## src/rtl/uart_rx_cfg_pkg.sv

```systemverilog
// Shared definitions for the configurable UART receiver: FSM encoding,
// sampling offsets, prescale limits and the latched per-frame config.
package uart_rx_cfg_pkg;

   localparam int unsigned PRESCALE_W   = 6;
   localparam int unsigned MIN_PRESCALE = 8;
   localparam int unsigned SAMPLE_PRE   = 1;   // first sample at P/2-1
   localparam int unsigned SAMPLE_POST  = 1;   // last sample at P/2+1
   localparam int unsigned VOTE_OFS     = 2;   // majority registered at P/2+2

   typedef enum logic [2:0] {
      ST_IDLE   = 3'd0,
      ST_START  = 3'd1,
      ST_DATA   = 3'd2,
      ST_PARITY = 3'd3,
      ST_STOP   = 3'd4
   } state_e;

   typedef struct packed {
      logic [PRESCALE_W-1:0] prescale;
      logic                  par_en;
      logic                  par_typ;
      logic                  stop2;
   } rx_cfg_t;

   // Small ratios cannot fit three samples plus the vote; clamp and force even.
   function automatic logic [PRESCALE_W-1:0] eff_prescale(input logic [PRESCALE_W-1:0] raw);
      if (raw < PRESCALE_W'(MIN_PRESCALE)) return PRESCALE_W'(MIN_PRESCALE);
      return {raw[PRESCALE_W-1:1], 1'b0};
   endfunction

endpackage

```

## src/rtl/uart_rx_sampler.sv

```systemverilog
// Per-bit oversampling counter and 3-sample majority vote around mid-bit.
module uart_rx_sampler
   import uart_rx_cfg_pkg::*;
(
   input  logic                  clk,
   input  logic                  rst_n,
   input  logic                  run,
   input  logic                  rx,
   input  logic [PRESCALE_W-1:0] p,
   output logic                  bit_end_c,
   output logic                  vote_valid,
   output logic                  vote_bit
);

   logic [PRESCALE_W-1:0] edge_cnt;
   logic [PRESCALE_W-1:0] half;
   logic [2:0]            samp_q;
   logic                  maj_c;

   always_comb begin
      half      = p >> 1;
      bit_end_c = run && (edge_cnt == p - PRESCALE_W'(1));
      maj_c     = (samp_q[0] & samp_q[1]) | (samp_q[0] & samp_q[2]) | (samp_q[1] & samp_q[2]);
   end

   always_ff @(posedge clk or negedge rst_n) begin
      if (!rst_n) begin
         edge_cnt   <= '0;
         samp_q     <= '1;
         vote_valid <= 1'b0;
         vote_bit   <= 1'b1;
      end else begin
         vote_valid <= 1'b0;
         if (!run || bit_end_c) edge_cnt <= '0;
         else                   edge_cnt <= edge_cnt + PRESCALE_W'(1);
         if (run) begin
            if (edge_cnt == half - PRESCALE_W'(SAMPLE_PRE))  samp_q[0] <= rx;
            if (edge_cnt == half)                            samp_q[1] <= rx;
            if (edge_cnt == half + PRESCALE_W'(SAMPLE_POST)) samp_q[2] <= rx;
            if (edge_cnt == half + PRESCALE_W'(VOTE_OFS)) begin
               vote_valid <= 1'b1;
               vote_bit   <= maj_c;
            end
         end
      end
   end

endmodule

```

## src/rtl/uart_rx_cfg.sv

```systemverilog
// Configurable UART receiver: synchroniser, frame FSM, shift register,
// parity/stop checking and registered result pulses.
module uart_rx_cfg
   import uart_rx_cfg_pkg::*;
#(
   parameter int unsigned DATA_WIDTH  = 8,
   parameter int unsigned SYNC_STAGES = 2
)(
   input  logic                  CLK,
   input  logic                  RST,
   input  logic                  RX_IN,
   input  logic [PRESCALE_W-1:0] Prescale,
   input  logic                  PAR_EN,
   input  logic                  PAR_TYP,
   input  logic                  STOP_BITS,
   output logic [DATA_WIDTH-1:0] P_DATA,
   output logic                  data_valid,
   output logic                  par_err,
   output logic                  stp_err,
   output logic                  busy
);

   localparam int unsigned BIT_CNT_W = (DATA_WIDTH > 2) ? $clog2(DATA_WIDTH) : 1;

   logic [SYNC_STAGES-1:0] sync_q;
   logic                   rx_s;
   state_e                 state_q, next_state;
   rx_cfg_t                cfg_q;
   logic [BIT_CNT_W-1:0]   bit_cnt;
   logic [DATA_WIDTH-1:0]  shift_q;
   logic                   par_fail_q, stp_fail_q;
   logic                   bit_end_c, vote_valid, vote_bit;
   logic                   run_c, start_c, shift_en_c, par_chk_c, stop_vote_c;
   logic                   frame_done_c, last_data_c, stop_last_c, stp_now_c;

   // RX_IN is asynchronous; idle-high reset value avoids a false start.
   always_ff @(posedge CLK or negedge RST) begin
      if (!RST) sync_q <= '1;
      else      sync_q <= {sync_q[SYNC_STAGES-2:0], RX_IN};
   end
   assign rx_s = sync_q[SYNC_STAGES-1];

   uart_rx_sampler u_sampler (
      .clk        (CLK),
      .rst_n      (RST),
      .run        (run_c),
      .rx         (rx_s),
      .p          (cfg_q.prescale),
      .bit_end_c  (bit_end_c),
      .vote_valid (vote_valid),
      .vote_bit   (vote_bit)
   );

   always_ff @(posedge CLK or negedge RST) begin
      if (!RST) state_q <= ST_IDLE;
      else      state_q <= next_state;
   end

   // The last stop bit returns to IDLE at its vote so a following start edge resyncs.
   always_comb begin
      next_state = state_q;
      case (state_q)
         ST_IDLE:   if (!rx_s) next_state = ST_START;
         ST_START: begin
            if (vote_valid && vote_bit) next_state = ST_IDLE;
            else if (bit_end_c)         next_state = ST_DATA;
         end
         ST_DATA:   if (bit_end_c && last_data_c) next_state = cfg_q.par_en ? ST_PARITY : ST_STOP;
         ST_PARITY: if (bit_end_c) next_state = ST_STOP;
         ST_STOP:   if (vote_valid && stop_last_c) next_state = ST_IDLE;
         default:   next_state = ST_IDLE;
      endcase
   end

   always_comb begin
      run_c        = (state_q != ST_IDLE);
      start_c      = (state_q == ST_IDLE) && !rx_s;
      shift_en_c   = (state_q == ST_DATA) && vote_valid;
      par_chk_c    = (state_q == ST_PARITY) && vote_valid;
      stop_vote_c  = (state_q == ST_STOP) && vote_valid;
      last_data_c  = (bit_cnt == BIT_CNT_W'(DATA_WIDTH - 1));
      stop_last_c  = !cfg_q.stop2 || (bit_cnt == BIT_CNT_W'(1));
      frame_done_c = stop_vote_c && stop_last_c;
      stp_now_c    = stp_fail_q || !vote_bit;
   end

   always_ff @(posedge CLK or negedge RST) begin
      if (!RST) begin
         cfg_q      <= '{prescale: PRESCALE_W'(MIN_PRESCALE), par_en: 1'b0, par_typ: 1'b0, stop2: 1'b0};
         bit_cnt    <= '0;
         shift_q    <= '0;
         par_fail_q <= 1'b0;
         stp_fail_q <= 1'b0;
         P_DATA     <= '0;
         data_valid <= 1'b0;
         par_err    <= 1'b0;
         stp_err    <= 1'b0;
         busy       <= 1'b0;
      end else begin
         data_valid <= 1'b0;
         par_err    <= 1'b0;
         stp_err    <= 1'b0;
         busy       <= (next_state != ST_IDLE);
         if (start_c) begin
            cfg_q      <= '{prescale: eff_prescale(Prescale), par_en: PAR_EN,
                            par_typ: PAR_TYP, stop2: STOP_BITS};
            bit_cnt    <= '0;
            par_fail_q <= 1'b0;
            stp_fail_q <= 1'b0;
         end
         if (shift_en_c) shift_q <= {vote_bit, shift_q[DATA_WIDTH-1:1]};
         if (state_q == ST_DATA && bit_end_c)
            bit_cnt <= last_data_c ? '0 : bit_cnt + BIT_CNT_W'(1);
         if (state_q == ST_STOP && bit_end_c) bit_cnt <= BIT_CNT_W'(1);
         if (par_chk_c && (vote_bit != (^shift_q ^ cfg_q.par_typ))) par_fail_q <= 1'b1;
         if (stop_vote_c && !vote_bit) stp_fail_q <= 1'b1;
         if (frame_done_c) begin
            par_err <= par_fail_q;
            stp_err <= stp_now_c;
            if (!par_fail_q && !stp_now_c) begin
               P_DATA     <= shift_q;
               data_valid <= 1'b1;
            end
         end
      end
   end

endmodule

```

## config.mk

```make
export PLATFORM = sky130hd
export DESIGN_NAME = uart_rx_cfg
export DESIGN_NICKNAME = d
export VERILOG_FILES = /design/src/rtl/uart_rx_cfg_pkg.sv /design/src/rtl/uart_rx_sampler.sv /design/src/rtl/uart_rx_cfg.sv
export SDC_FILE = /design/constraint.sdc
export NUM_CORES = 1
export LEC_CHECK = 0
export ABC_AREA = 1
export CAP_MARGIN = 20
export CORE_MARGIN = 2
export CORE_UTILIZATION = 60
export CTS_CLUSTER_DIAMETER = 40
export DETAILED_ROUTE_END_ITERATION = 7
export DONT_BUFFER_PORTS = 1
export HOLD_SLACK_MARGIN = 0.08
export PLACE_DENSITY = 0.76
export SETUP_SLACK_MARGIN = 0.02
export SLEW_MARGIN = 0
export SYNTH_ARGS = -nofsm -noshare
export SYNTH_HDL_FRONTEND = slang
export SYNTH_SLANG_ARGS = --single-unit
```

## constraint.sdc

```tcl
create_clock -name CLK -period 3.9 [get_ports CLK]
set_input_delay 0.39 -clock CLK [delete_from_list [all_inputs] [get_ports CLK]]
set_output_delay 0.39 -clock CLK [all_outputs]
set_load 0.01 [all_outputs]
```

Yosys cells after proc, flatten, opt, wreduce, memory -nomap -nowiden
Index checks and enable logic that the tools add are counted.

cells by class
  $add $sub $neg = 6
  $mul = 0
  div/mod/pow operators = 0
  order comparisons = 1
  eq/ne operators = 12
  shifts and indexed selects = 0
  multiplexer cells = 26
  bitwise gates (word level) = 6
  reduce and logical (&&, ||, !) cells = 35

operator list
  operator                                                     number
  2-to-1 mux 3 bit                                             11
  == test 6 bit                                                4
  2-to-1 mux 6 bit                                             3
  one-hot mux 3 bit (5 select lines)                           1
  logical AND 1 bit                                            14
  2-to-1 mux 1 bit                                             11
  AND reduction 2 bit                                          5
  nonzero test 3 bit                                           3
  XOR reduction 8 bit                                          1
  adder 5 x 1 -> 6 bit (second input constant)                 1
  adder 5 x 2 -> 6 bit (second input constant)                 1
  adder 6 x 1 -> 6 bit (second input constant)                 1
  == test 3 x 1 -> 1 bit (second input constant)               2
  == test 3 x 2 -> 1 bit (second input constant)               2
  == test 3 bit (second input constant)                        2
  == test 6 x 5 -> 1 bit                                       1
  logical NOT 1 bit                                            6
  less-than comparator 6 x 4 -> 1 bit (second input constant)  1
  subtractor 5 x 1 -> 6 bit (second input constant)            1
  subtractor 6 x 1 -> 6 bit (second input constant)            1
  nonzero test 2 bit                                           2
  adder 3 x 1 -> 3 bit (second input constant)                 1
  AND 1 bit                                                    3
  logical NOT 3 bit                                            1
  other kinds (4)                                              7

storage, ports and cells
  register bits = 50
  bits in latches = 0
  memory bits (writable) = 0
  memory bits (read-only) = 0
  input bits = 12
  output and inout bits = 12
  logic and storage cells = 107
  memories kept = 0

Depth between registers and ports, before layout
Gate-level depths: netlist of run 1.

  depth in word-level cells = 7
  mapped depth = 15
  mapped depth without buffers = 15

By module
From an unflattened synthesis of run 1, not the netlist that was laid out.

second synthesis, totals
  cells, all modules = 391
  area, all modules = 2992.9 sq um

modules (own cells, without submodules)
  module           instances  cells each  area an instance (sq um)
  uart_rx_cfg      1          204         1784.2
  uart_rx_sampler  1          187         1208.7

Worst setup path before layout of run 1
OpenSTA, ideal clock, no wires.

  path type = register to register
  start = register cfg_q[4] (netlist bit)
  end = register busy
  setup time = 0.138 ns
  arrival time = 1.747 ns
  data required time = 3.762 ns
  setup slack = 2.015 ns
  stages on the path, launching flop included = 15
  path buffers = 0
  clock period less this slack = 1.885 ns
  cells stage by stage = dfrtp_1 -> inv_2 -> ha_1 -> nand2_1 -> inv_1 -> nor2_1 -> nand2_2 -> nor2_4 -> inv_2 -> nor2_4 -> nand4_2 -> nand2_2 -> nand2_1 -> nand2_1 -> nand3_1

between the ends
  longest elaborated chain between the ends = 7
  elaborated cells between the ends (all ways) = 10
  classes of those cells = add/sub (1); eq/ne (1); mux (5); reduce/logical (3)

RTL lines
  item                                                          RTL line                              source
  start: declaration                                            uart_rx_cfg.sv:28                     rx_cfg_t cfg_q;
  start signal: assignment                                      uart_rx_cfg.sv:89                     cfg_q <= '{prescale: PRESCALE_W'(MIN_PRESCALE), par_en: 1'b0, par_typ: 1'b0, stop2: 1'b0};
  start signal: assignment                                      uart_rx_cfg.sv:105                    cfg_q <= '{prescale: eff_prescale(Prescale), par_en: PAR_EN,
  subtractor 6 x 1 -> 6 bit *                                   uart_rx_sampler.sv:22                 bit_end_c = run && (edge_cnt == p - PRESCALE_W'(1));
  == test 6 bit *                                               uart_rx_sampler.sv:22
  logical AND 1 bit *                                           uart_rx_sampler.sv:22
  2-to-1 mux 3 bit / logical AND 1 bit (equally long branches)  uart_rx_cfg.sv:66, uart_rx_cfg.sv:68
  2-to-1 mux 3 bit, on equally long branches                    uart_rx_cfg.sv:65, uart_rx_cfg.sv:68
  one-hot mux 3 bit (5 select lines) *                          uart_rx_cfg.sv:62                     case (state_q)
  nonzero test 3 bit *                                          uart_rx_cfg.sv:103                    busy <= (next_state != ST_IDLE);
  end signal: assignment                                        uart_rx_cfg.sv:103
  end: declaration                                              uart_rx_cfg.sv:20                     output logic busy

Every way passes the cells marked *; elsewhere a longest branch is shown, timed or not.
A chain may end at the register's enable or synchronous reset.

Worst setup path in the final report of run 1
  start = register state_q[0]
  end = register bit_cnt[0]

between the ends
  longest elaborated chain between the ends = 5
  elaborated cells between the ends (all ways) = 11
  classes of those cells = eq/ne (2); mux (2); reduce/logical (7)

RTL lines
  item                      RTL line               source
  start: declaration        uart_rx_cfg.sv:27      state_e state_q, next_state;
  start signal: assignment  uart_rx_cfg.sv:56      else state_q <= next_state;
  nonzero test 3 bit        uart_rx_cfg.sv:76      run_c = (state_q != ST_IDLE);
  logical AND 1 bit         uart_rx_sampler.sv:22
  logical AND 1 bit         uart_rx_cfg.sv:112     if (state_q == ST_DATA && bit_end_c)
  2-to-1 mux 3 bit          uart_rx_cfg.sv:112
  2-to-1 mux 3 bit          uart_rx_cfg.sv:114     if (state_q == ST_STOP && bit_end_c) bit_cnt <= BIT_CNT_W'(1);
  end signal: assignment    uart_rx_cfg.sv:113     bit_cnt <= last_data_c ? '0 : bit_cnt + BIT_CNT_W'(1);
  end: declaration          uart_rx_cfg.sv:29      logic [BIT_CNT_W-1:0] bit_cnt;

Several ways; a longest one is shown, not always the timed one.

==> results.py, run 1 <==
metrics = {
    "cts": {
        "clock_latency_ps": 310,
        "path_clk_slew_ps": 90,
        "ctsResizeCount": 0,
        "cts_hold_buf": 3,
        "cts-root-buf": "clkbuf_8",
        "htree_levels": 2,
        "cts-buffers-inserted": 5,
        "numClockSinks": 49,
        "tritoncts": "yes",
        "post_cts_buffers": 0,
        "cts_buffer_depth": 2,
    },
    "synthesis": {
        "yosysTopAreaCell": "dfrtp_1",
        "synth_top_area_share_pct": 38.48,
        "synth-edff-count": 0,
        "async_flop_share_pct": 100.0,
        "synth_cell_types": 37,
        "netlist_instances": 328,
        "synth_area_um2": 2731,
        "syn_nets": 349,
        "netlist_top_cells_area": "dfrtp_1 38%, nand2_1 11%, dfstp_2 6.7%",
        "synth.avg_cell_area_um2": 8.327,
        "ys_ff_latch": 49,
        "ys_seq_area_share_pct": 45.21,
        "synthFlopType": "dfrtp_1",
        "yosys_warnings": 0,
    },
    "critical_path": {
        "crit_path_start_kind": "flop",
        "cpMostUsedCell": "nor2_1",
        "path_cells": "nor2_1 -> nand2_1 -> nor2_1 -> inv_1 -> nand3_1 -> o211ai_1",
        "critical_path_arrival_ps": 2420,
        "r2r_slack_ps": 1670,
        "critPathMaxFanout": 12,
        "cp_slowest_cell": "nor2_1",
        "required_ps": 4090,
        "r2r_cells": 6,
        "crit_type": "flop to flop",
        "slowest_delay_ps": 650,
        "endpoint_kind": "flop",
    },
    "route": {
        "vias_per_cell": 5.335,
        "vias": 2054,
        "drt_iter0_drc": 102,
        "drt_wl_total_um": 5137,
        "wl_per_cell_um": 13.34,
        "first_pass_iters": 4,
        "post-route-drc-count": 0,
        "ant_nets": 0,
    },
    "pwr": {
        "seq_power_share_pct": 41.5,
        "power_density_nw_per_um2": 596.5,
        "p_sw_uw": 743.0,
        "clockPowerShare_pct": 17.1,
        "internal_power_uw": 982.5,
        "max-vdd-ir-drop_uv": 457.5,
        "combPwrFrac_pct": 41.4,
        "swShare_pct": 43.06,
        "power.leakage_nw": 1.372,
    },
    "die": {
        "dieArea_um2": 5108,
        "fp-row-count": 24,
        "fp.dieH_um": 71.47,
        "start_util_pct": 62.30,
        "core-area_um2": 4384,
        "dieWidth_um": 71.47,
        "pin_count": 24,
    },
    "job": {
        "drv_cap": 0,
    },
    "layout": {
        "num_antenna_cells": 0,
        "fin_util_pct": 65.98,
        "syn2layout_area_growth_pct": 5.909,
        "final_common_cell": "nand2_1",
        "final_nets": 353,
        "nFillCells": 367,
        "mostFrequentLayoutCells": "82 x nand2_1, 42 x dfrtp_1, 40 x inv_1",
        "drive_gt1_share_pct": 15.02,
    },
    "sta": {
        "slew_headroom_pct": 49.28,
        "drv_slew": 0,
        "fmax_mhz": 448.5,
        "period_minus_slack_ps": 2230,
        "rsz0062_at_grt": "no",
        "fin_tns_setup_ps": 0,
        "finalCritPeriodShare_pct": 57.17,
        "setup_viol": 0,
        "finClkSkew_ps": 6.907,
        "hold_viol": 0,
        "worstMarginPinSlew_ps": 758.0,
    },
    "placed_design": {
        "hpwl_um": 3793,
        "port_buffers": 0,
        "finalWeightedCongestion": 0.8860,
    },
    "global_routing": {
        "grt_use_total_pct": 21.79,
        "grt-ovfl-total": 0,
        "grt_pass1_vias": 1946,
        "grt_max_degree": 50,
        "grt_pass1_wl_um": 8694,
        "antenna_found_initial": 0,
    },
    "hold_path": {
        "min_path_cells": 2,
        "hold_class": "input pin to flop",
    },
    "run_status": {
        "status": "completed",
    },
}
-- path summary, 6_finish.rpt --
check                      startpoint                  end
min                           PAR_TYP             cfg_q[1]
max reg2reg                state_q[0]           bit_cnt[0]
max                        state_q[0]           bit_cnt[0]
min reg2reg                 sync_q[0]            sync_q[1]
min in group asynchronous         RST           bit_cnt[2]
max in group asynchronous         RST  u_sampler.samp_q[1]
-- cells in the mapped netlist (all sizes together), types with 2 or more instances --
| library cell | number |
|---|---|
| nand4 | 4 |
| xnor2 | 9 |
| ha | 9 |
| clkbuf | 3 |
| nor4 | 2 |
| o31ai | 2 |
| dfrtp | 42 |
| dfstp | 7 |
| buf | 3 |
| nor2 | 24 |
| xor2 | 11 |
| nand3 | 27 |
| inv | 48 |
| nor3b | 2 |
| a21oi | 2 |
| o21ai | 33 |
| nand2 | 90 |
| nor3 | 3 |
-- cell families (layout without fill, tap and decap cells) --
family	Yosys count	in the layout	share of synthesized area, %
compound gates	42	42	9.254
xor+xnor	20	20	6.413
buf+inv	54	59	8.108
fa+ha+maj	9	9	4.123
flops	49	49	45.21
simple gates	154	154	26.89
-- per-stage QoR --
stage	instances	hold WS (ps)	total power, mW	cell area [µm²]	setup WS [ps]
after floorplan	328	94.41	1.282	2731	2015
after global placement	374	95.77	1.392	2758	1757
after detailed placement	374	95.90	1.416	2758	1729
after CTS	385	198.6	1.731	2893	1719
after global routing	385	205.3	1.867	2893	1378
final	385	202.1	1.725	2893	1670
-- flip-flops by register name, summed over array words and instances, names as in the netlist, 2 cells and up --
signal              count
u_sampler.edge_cnt      6
state_q                 3
sync_q                  2
cfg_q                   8
shift_q                 8
u_sampler.samp_q        3
bit_cnt                 3
P_DATA                  8
-- power by group through the flow --
stage | logic (mW) | registers [mW] | clock network (mW)
floorplan | 0.598 | 0.684 | 0
global placement | 0.672 | 0.720 | 0
detailed placement | 0.693 | 0.723 | 0
CTS | 0.710 | 0.715 | 0.305
global route | 0.817 | 0.730 | 0.320
finish | 0.714 | 0.716 | 0.295
-- area by class of cell --
| type | count | area [µm²] | share of cell area [%] |
|---|---|---|---|
| flip-flops and latches | 49 | 1235 | 42.69 |
| multi-input cells | 225 | 1275 | 44.07 |
| well taps | 52 | 65.06 | 2.249 |
| inverters | 48 | 182.7 | 6.315 |
| clock buffers | 6 | 72.57 | 2.509 |
| clock inverters | 2 | 15.01 | 0.5190 |
| repair buffers | 3 | 47.55 | 1.644 |
-- metal layers --
metal  vias to the layer above  track usage [%]  part of all wire [%]  wire [µm]
met3                         9            5.063                   3.4        177
met4                         0            9.224                   1.7         89
met5                         -                0                     0          0
met1                       972            31.10                    49       2534
li1                       1041                -                     -          -
met2                        32            32.10                    45       2337
-- worst max-delay path, delay by kind of cell, from the launching register on --
family          cells  cell delay [ps]
compound gates      1              100
buf+inv             1              390
flops               1              430
simple gates        4             1190
Note: power is estimated with default switching activity, not from simulation.
==> inputs of run 2 (changes only) <==
Clock period 3.9 ns to 2.2 ns, I/O delays scaled along.
==> results.py, run 2 (same netlist as run 1, synthesis figures left out) <==
metrics = {
    "route": {
        "drt_wl_total_um": 5324,
        "vias_per_cell": 5.376,
        "post-route-drc-count": 0,
        "first_pass_iters": 4,
        "wl_per_cell_um": 13.44,
        "vias": 2129,
        "ant_nets": 0,
        "drt_iter0_drc": 95,
    },
    "cts": {
        "cts-root-buf": "clkbuf_8",
        "cts_hold_buf": 10,
        "cts-buffers-inserted": 5,
        "tritoncts": "yes",
        "htree_levels": 2,
        "path_clk_slew_ps": 90,
        "clock_latency_ps": 310,
        "ctsResizeCount": 0,
        "numClockSinks": 49,
        "cts_buffer_depth": 2,
        "post_cts_buffers": 0,
    },
    "global_routing": {
        "grt.busiest_layer": "met2",
        "grt_util_met3_pct": 5.767,
        "grt_util_met1_pct": 33.71,
        "met2_usage_pct": 35.70,
        "grt_max_degree": 50,
        "grt_pass1_vias": 2010,
        "grt_pass1_wl_um": 9349,
        "grt-ovfl-total": 0,
        "antenna_found_initial": 0,
        "grt_use_total_pct": 23.27,
    },
    "critical_path": {
        "crit_path_start_kind": "flop",
        "crit_type": "flop to flop",
        "critPathMaxFanout": 6,
        "required_ps": 2380,
        "critical_path_arrival_ps": 2160,
        "endpoint_kind": "flop",
    },
    "sta": {
        "worstMarginPinSlew_ps": 515.1,
        "drv_slew": 0,
        "fmax_mhz": 503.1,
        "period_minus_slack_ps": 1988,
        "slew_headroom_pct": 65.40,
        "finalCritPeriodShare_pct": 90.35,
        "fin_tns_setup_ps": 0,
        "setup_viol": 0,
        "finClkSkew_ps": 5.129,
        "rsz0062_at_grt": "no",
        "hold_viol": 0,
        "holdWs_ps": 134.2,
    },
    "pwr": {
        "power_density_nw_per_um2": 1083,
        "max-vdd-ir-drop_uv": 779.2,
        "power.leakage_nw": 1.442,
    },
    "placed_design": {
        "finalWeightedCongestion": 0.8578,
        "port_buffers": 0,
        "hpwl_um": 3839,
    },
    "layout": {
        "final_common_cell": "nand2_1",
        "drive_gt1_share_pct": 15.70,
        "num_antenna_cells": 0,
        "syn2layout_area_growth_pct": 10.63,
        "largestRegisters": "P_DATA x8, cfg_q x8, shift_q x8",
        "final_nets": 364,
        "mostFrequentLayoutCells": "82 x nand2_1, 42 x dfrtp_1, 40 x inv_1",
    },
    "die": {
        "fp-row-count": 24,
        "dieWidth_um": 71.47,
        "pin_count": 24,
        "dieArea_um2": 5108,
        "core-area_um2": 4384,
        "start_util_pct": 62.30,
        "fp.dieH_um": 71.47,
    },
    "run_status": {
        "status": "completed",
    },
    "job": {
        "drv_cap": 0,
    },
    "hold_path": {
        "hold_class": "input pin to flop",
    },
}
## run 2: cell count changes in the layout (fill, tap and decap cells not counted), sizes merged
cell	before	now
clkbuf	6	7
dlygate4sd3	2	9
buf	1	5
bufinv	0	1
clkinvlp	2	0
## run 2: layout make-up
cell class	count	area (µm²)
Timing Repair Buffer	14	147.6
Clock buffer	7	86.33
Fill cell	350	1363
Clock inverter	1	30.03
Inverter	48	182.7
Sequential cell	49	1235
Tap cell	52	65.06
Multi-Input combinational cell	225	1275
## run 2: final timing paths
check | cells past startpoint | end | slack [ps] | start
max in group asynchronous | 2 | cfg_q[6] | 1480 | RST
worst max register to register | 14 | busy | 210 | cfg_q[6]
worst min register to register | 0 | sync_q[1] | 360 | sync_q[0]
worst max-delay path | 14 | busy | 210 | cfg_q[6]
worst min-delay path | 2 | cfg_q[4] | 130 | Prescale[1]
min in group asynchronous | 2 | u_sampler.edge_cnt[2] | 450 | RST
## run 2: where the power goes
part	leakage, nW	internal [mW]	total [mW]	switching [mW]
Clock	0.0585	0.371	0.661	0.291
Sequential	0.642	1.07	1.22	0.150
Combinational	0.741	0.496	1.39	0.895
## run 2: critical path, cell delays in order, from the launching register on
cell and delay (ps):
dfstp_2 540, inv_2 70, ha_1 190, nand2_2 100, nand2_2 70, nand2_1 80, nand3_2 70, nand2_2 110
nand2_2 70, nor2_4 160, nand4_2 100, nand2_2 80, nand2_1 50, nand2_1 80, nand3_1 80
## run 2: stage by stage
step | worst slack, ps | instances | cell area, µm² | util (%) | power [mW]
2_1_floorplan | 314.9 | 328 | 2731 | - | 2.273
3_3_place_gp | 248.5 | 378 | 2788 | 63.58 | 2.517
3_5_place_dp | 246.8 | 378 | 2788 | 63.58 | 2.558
4_1_cts | 216.4 | 396 | 3022 | 68.92 | 3.266
5_1_grt | 27.96 | 396 | 3022 | 68.92 | 3.512
6_report | 212.3 | 396 | 3022 | 68.92 | 3.273
## run 2: per-layer routing
| layer | wire length, µm | part of all wire (%) | vias to the layer above |
|---|---|---|---|
| li1 | - | - | 1073 |
| met2 | 2447 | 46 | 47 |
| met4 | 46 | 0.86 | 0 |
| met3 | 276 | 5.2 | 6 |
| met1 | 2554 | 48 | 1003 |
| met5 | 0 | 0 | - |
==> inputs of run 3 (changes only) <==
Settings changed: PLACE_DENSITY 0.76 to 0.74.
==> results.py, run 3 (same netlist as run 1, synthesis figures left out) <==
metrics = {
    "sta": {
        "holdWs_ps": 95.22,
        "slew_headroom_pct": 70.98,
        "finClkSkew_ps": 10.00,
        "fmax_mhz": 509.8,
        "rsz0062_at_grt": "no",
        "period_minus_slack_ps": 1961,
        "worstMarginPinSlew_ps": 432.0,
        "finalCritPeriodShare_pct": 89.15,
        "drv_slew": 0,
        "fin_tns_setup_ps": 0,
        "hold_viol": 0,
        "setup_viol": 0,
    },
    "global_routing": {
        "grt_pass1_wl_um": 9080,
        "grt_pass1_vias": 1978,
        "grt-ovfl-total": 0,
        "grt_max_degree": 50,
        "antenna_found_initial": 0,
        "grt_use_total_pct": 22.86,
    },
    "die": {
        "pin_count": 24,
        "dieArea_um2": 5108,
        "start_util_pct": 62.30,
        "core-area_um2": 4384,
        "fp.dieH_um": 71.47,
        "fp-row-count": 24,
        "dieWidth_um": 71.47,
    },
    "critical_path": {
        "critical_path_arrival_ps": 2140,
        "crit_type": "flop to flop",
        "required_ps": 2380,
        "endpoint_kind": "flop",
        "crit_path_start_kind": "flop",
        "cp_slowest_cell": "dfrtp_1",
        "critical-path-top-delay-family": "simple AND/OR/NAND/NOR gates",
        "slowest_delay_ps": 400,
        "worst-path-buf-inv": 3,
        "critPathMaxFanout": 6,
        "cpMostUsedCell": "nand2_2",
        "path_cells": "inv_2 -> ha_1 -> nand2_1 -> inv_1 -> nor2_1 -> nand2_2 -> nor2_4 -> inv_2 -> nor2_4 -> nand4_2 -> nand2_2 -> nand2_2 -> nor2_2 -> nand3_1",
    },
    "layout": {
        "final_common_cell": "nand2_1",
        "final_cells": 396,
        "nFillCells": 362,
        "drive_gt1_share_pct": 15.99,
        "num_antenna_cells": 0,
        "mostFrequentLayoutCells": "82 x nand2_1, 42 x dfrtp_1, 39 x inv_1",
        "final_nets": 364,
        "syn2layout_area_growth_pct": 9.528,
        "largestRegisters": "P_DATA x8, cfg_q x8, shift_q x8",
    },
    "cts": {
        "clock_latency_ps": 310,
        "path_clk_slew_ps": 90,
        "tritoncts": "yes",
        "cts-buffers-inserted": 5,
        "cts-root-buf": "clkbuf_8",
        "cts_buffer_depth": 2,
        "htree_levels": 2,
        "numClockSinks": 49,
    },
    "route": {
        "drt_iter0_drc": 128,
        "vias": 2067,
        "wl_per_cell_um": 13.19,
        "first_pass_iters": 5,
        "vias_per_cell": 5.220,
        "post-route-drc-count": 0,
        "ant_nets": 0,
        "drt_wl_total_um": 5222,
    },
    "pwr": {
        "clockPowerShare_pct": 17.2,
        "power.total_mw": 3.132,
        "power.leakage_nw": 1.428,
        "p_sw_mw": 1.338,
        "power_density_nw_per_um2": 1047,
        "internal_power_mw": 1.794,
        "max-vdd-ir-drop_uv": 820.6,
        "swShare_pct": 42.71,
        "combPwrFrac_pct": 43.4,
        "seq_power_share_pct": 39.4,
    },
    "placed_design": {
        "dpl.cell_count": 377,
        "hpwl_um": 3840,
        "finalWeightedCongestion": 0.8879,
        "port_buffers": 0,
    },
    "job": {
        "drv_cap": 0,
    },
    "run_status": {
        "status": "completed",
    },
    "hold_path": {
        "hold_class": "input pin to flop",
    },
}
[run 3: timing repair]
action                                  CTS  global route
endpoints found under the setup margin    0             2
resized for setup                         0             1
hold buffers                             10             0
buffers inserted                          0             1
hold endpoints to repair                 57             0
[run 3: power by group through the flow]
stage	registers, mW	clock network, mW	logic (mW)
final	1.24	0.539	1.36
after global routing	1.26	0.584	1.53
after CTS	1.25	0.556	1.33
after detailed placement	1.26	0	1.29
after global placement	1.26	0	1.25
after floorplan	1.21	0	1.06
[run 3: path summary, 6_finish.rpt]
path	startpoint	endpoint	slack (ps)	depth (start not counted)
worst max register to register	cfg_q[5]	busy	240	14
max in group asynchronous	RST	cfg_q[6]	1510	2
worst max-delay path	cfg_q[5]	busy	240	14
min in group asynchronous	RST	bit_cnt[1]	420	2
worst min register to register	sync_q[0]	sync_q[1]	360	0
worst min-delay path	Prescale[3]	cfg_q[6]	100	2
[run 3: worst reg2reg max path: stages (launching register included)]
cell and delay, ps:
dfrtp_1 400, inv_2 100, ha_1 270, nand2_1 80, inv_1 40, nor2_1 110, nand2_2 80, nor2_4 140
inv_2 50, nor2_4 170, nand4_2 100, nand2_2 90, nand2_2 60, nor2_2 80, nand3_1 60
[run 3: metal layers]
layer  up-vias  track usage [%]  share of wire (%)
li1       1071                -                  -
met1       954            32.10                 50
met4         0            7.547                1.4
met3         6            4.782                3.2
met2        36            35.70                 46
met5         -                0                  0
[run 3: layout make-up]
cell class                      instances  area, µm²  area share (%)
Tap cell                               52      65.06           2.175
Inverter                               48      182.7           6.106
Clock inverter                          2      13.76          0.4601
Clock buffer                            6      72.57           2.426
Sequential cell                        49       1235           41.28
Multi-Input combinational cell        225       1275           42.62
Timing Repair Buffer                   14      147.6           4.935
[run 3: per-stage QoR]
| stage | utilization [%] | setup slack [ps] | instance area, µm² |
|---|---|---|---|
| 2_1_floorplan | - | 314.9 | 2731 |
| 3_3_place_gp | 63.41 | 191.9 | 2780 |
| 3_5_place_dp | 63.41 | 153.4 | 2780 |
| 4_1_cts | 68.07 | 140.7 | 2984 |
| 5_1_grt | 68.24 | 51.56 | 2992 |
| 6_report | 68.24 | 238.6 | 2992 |
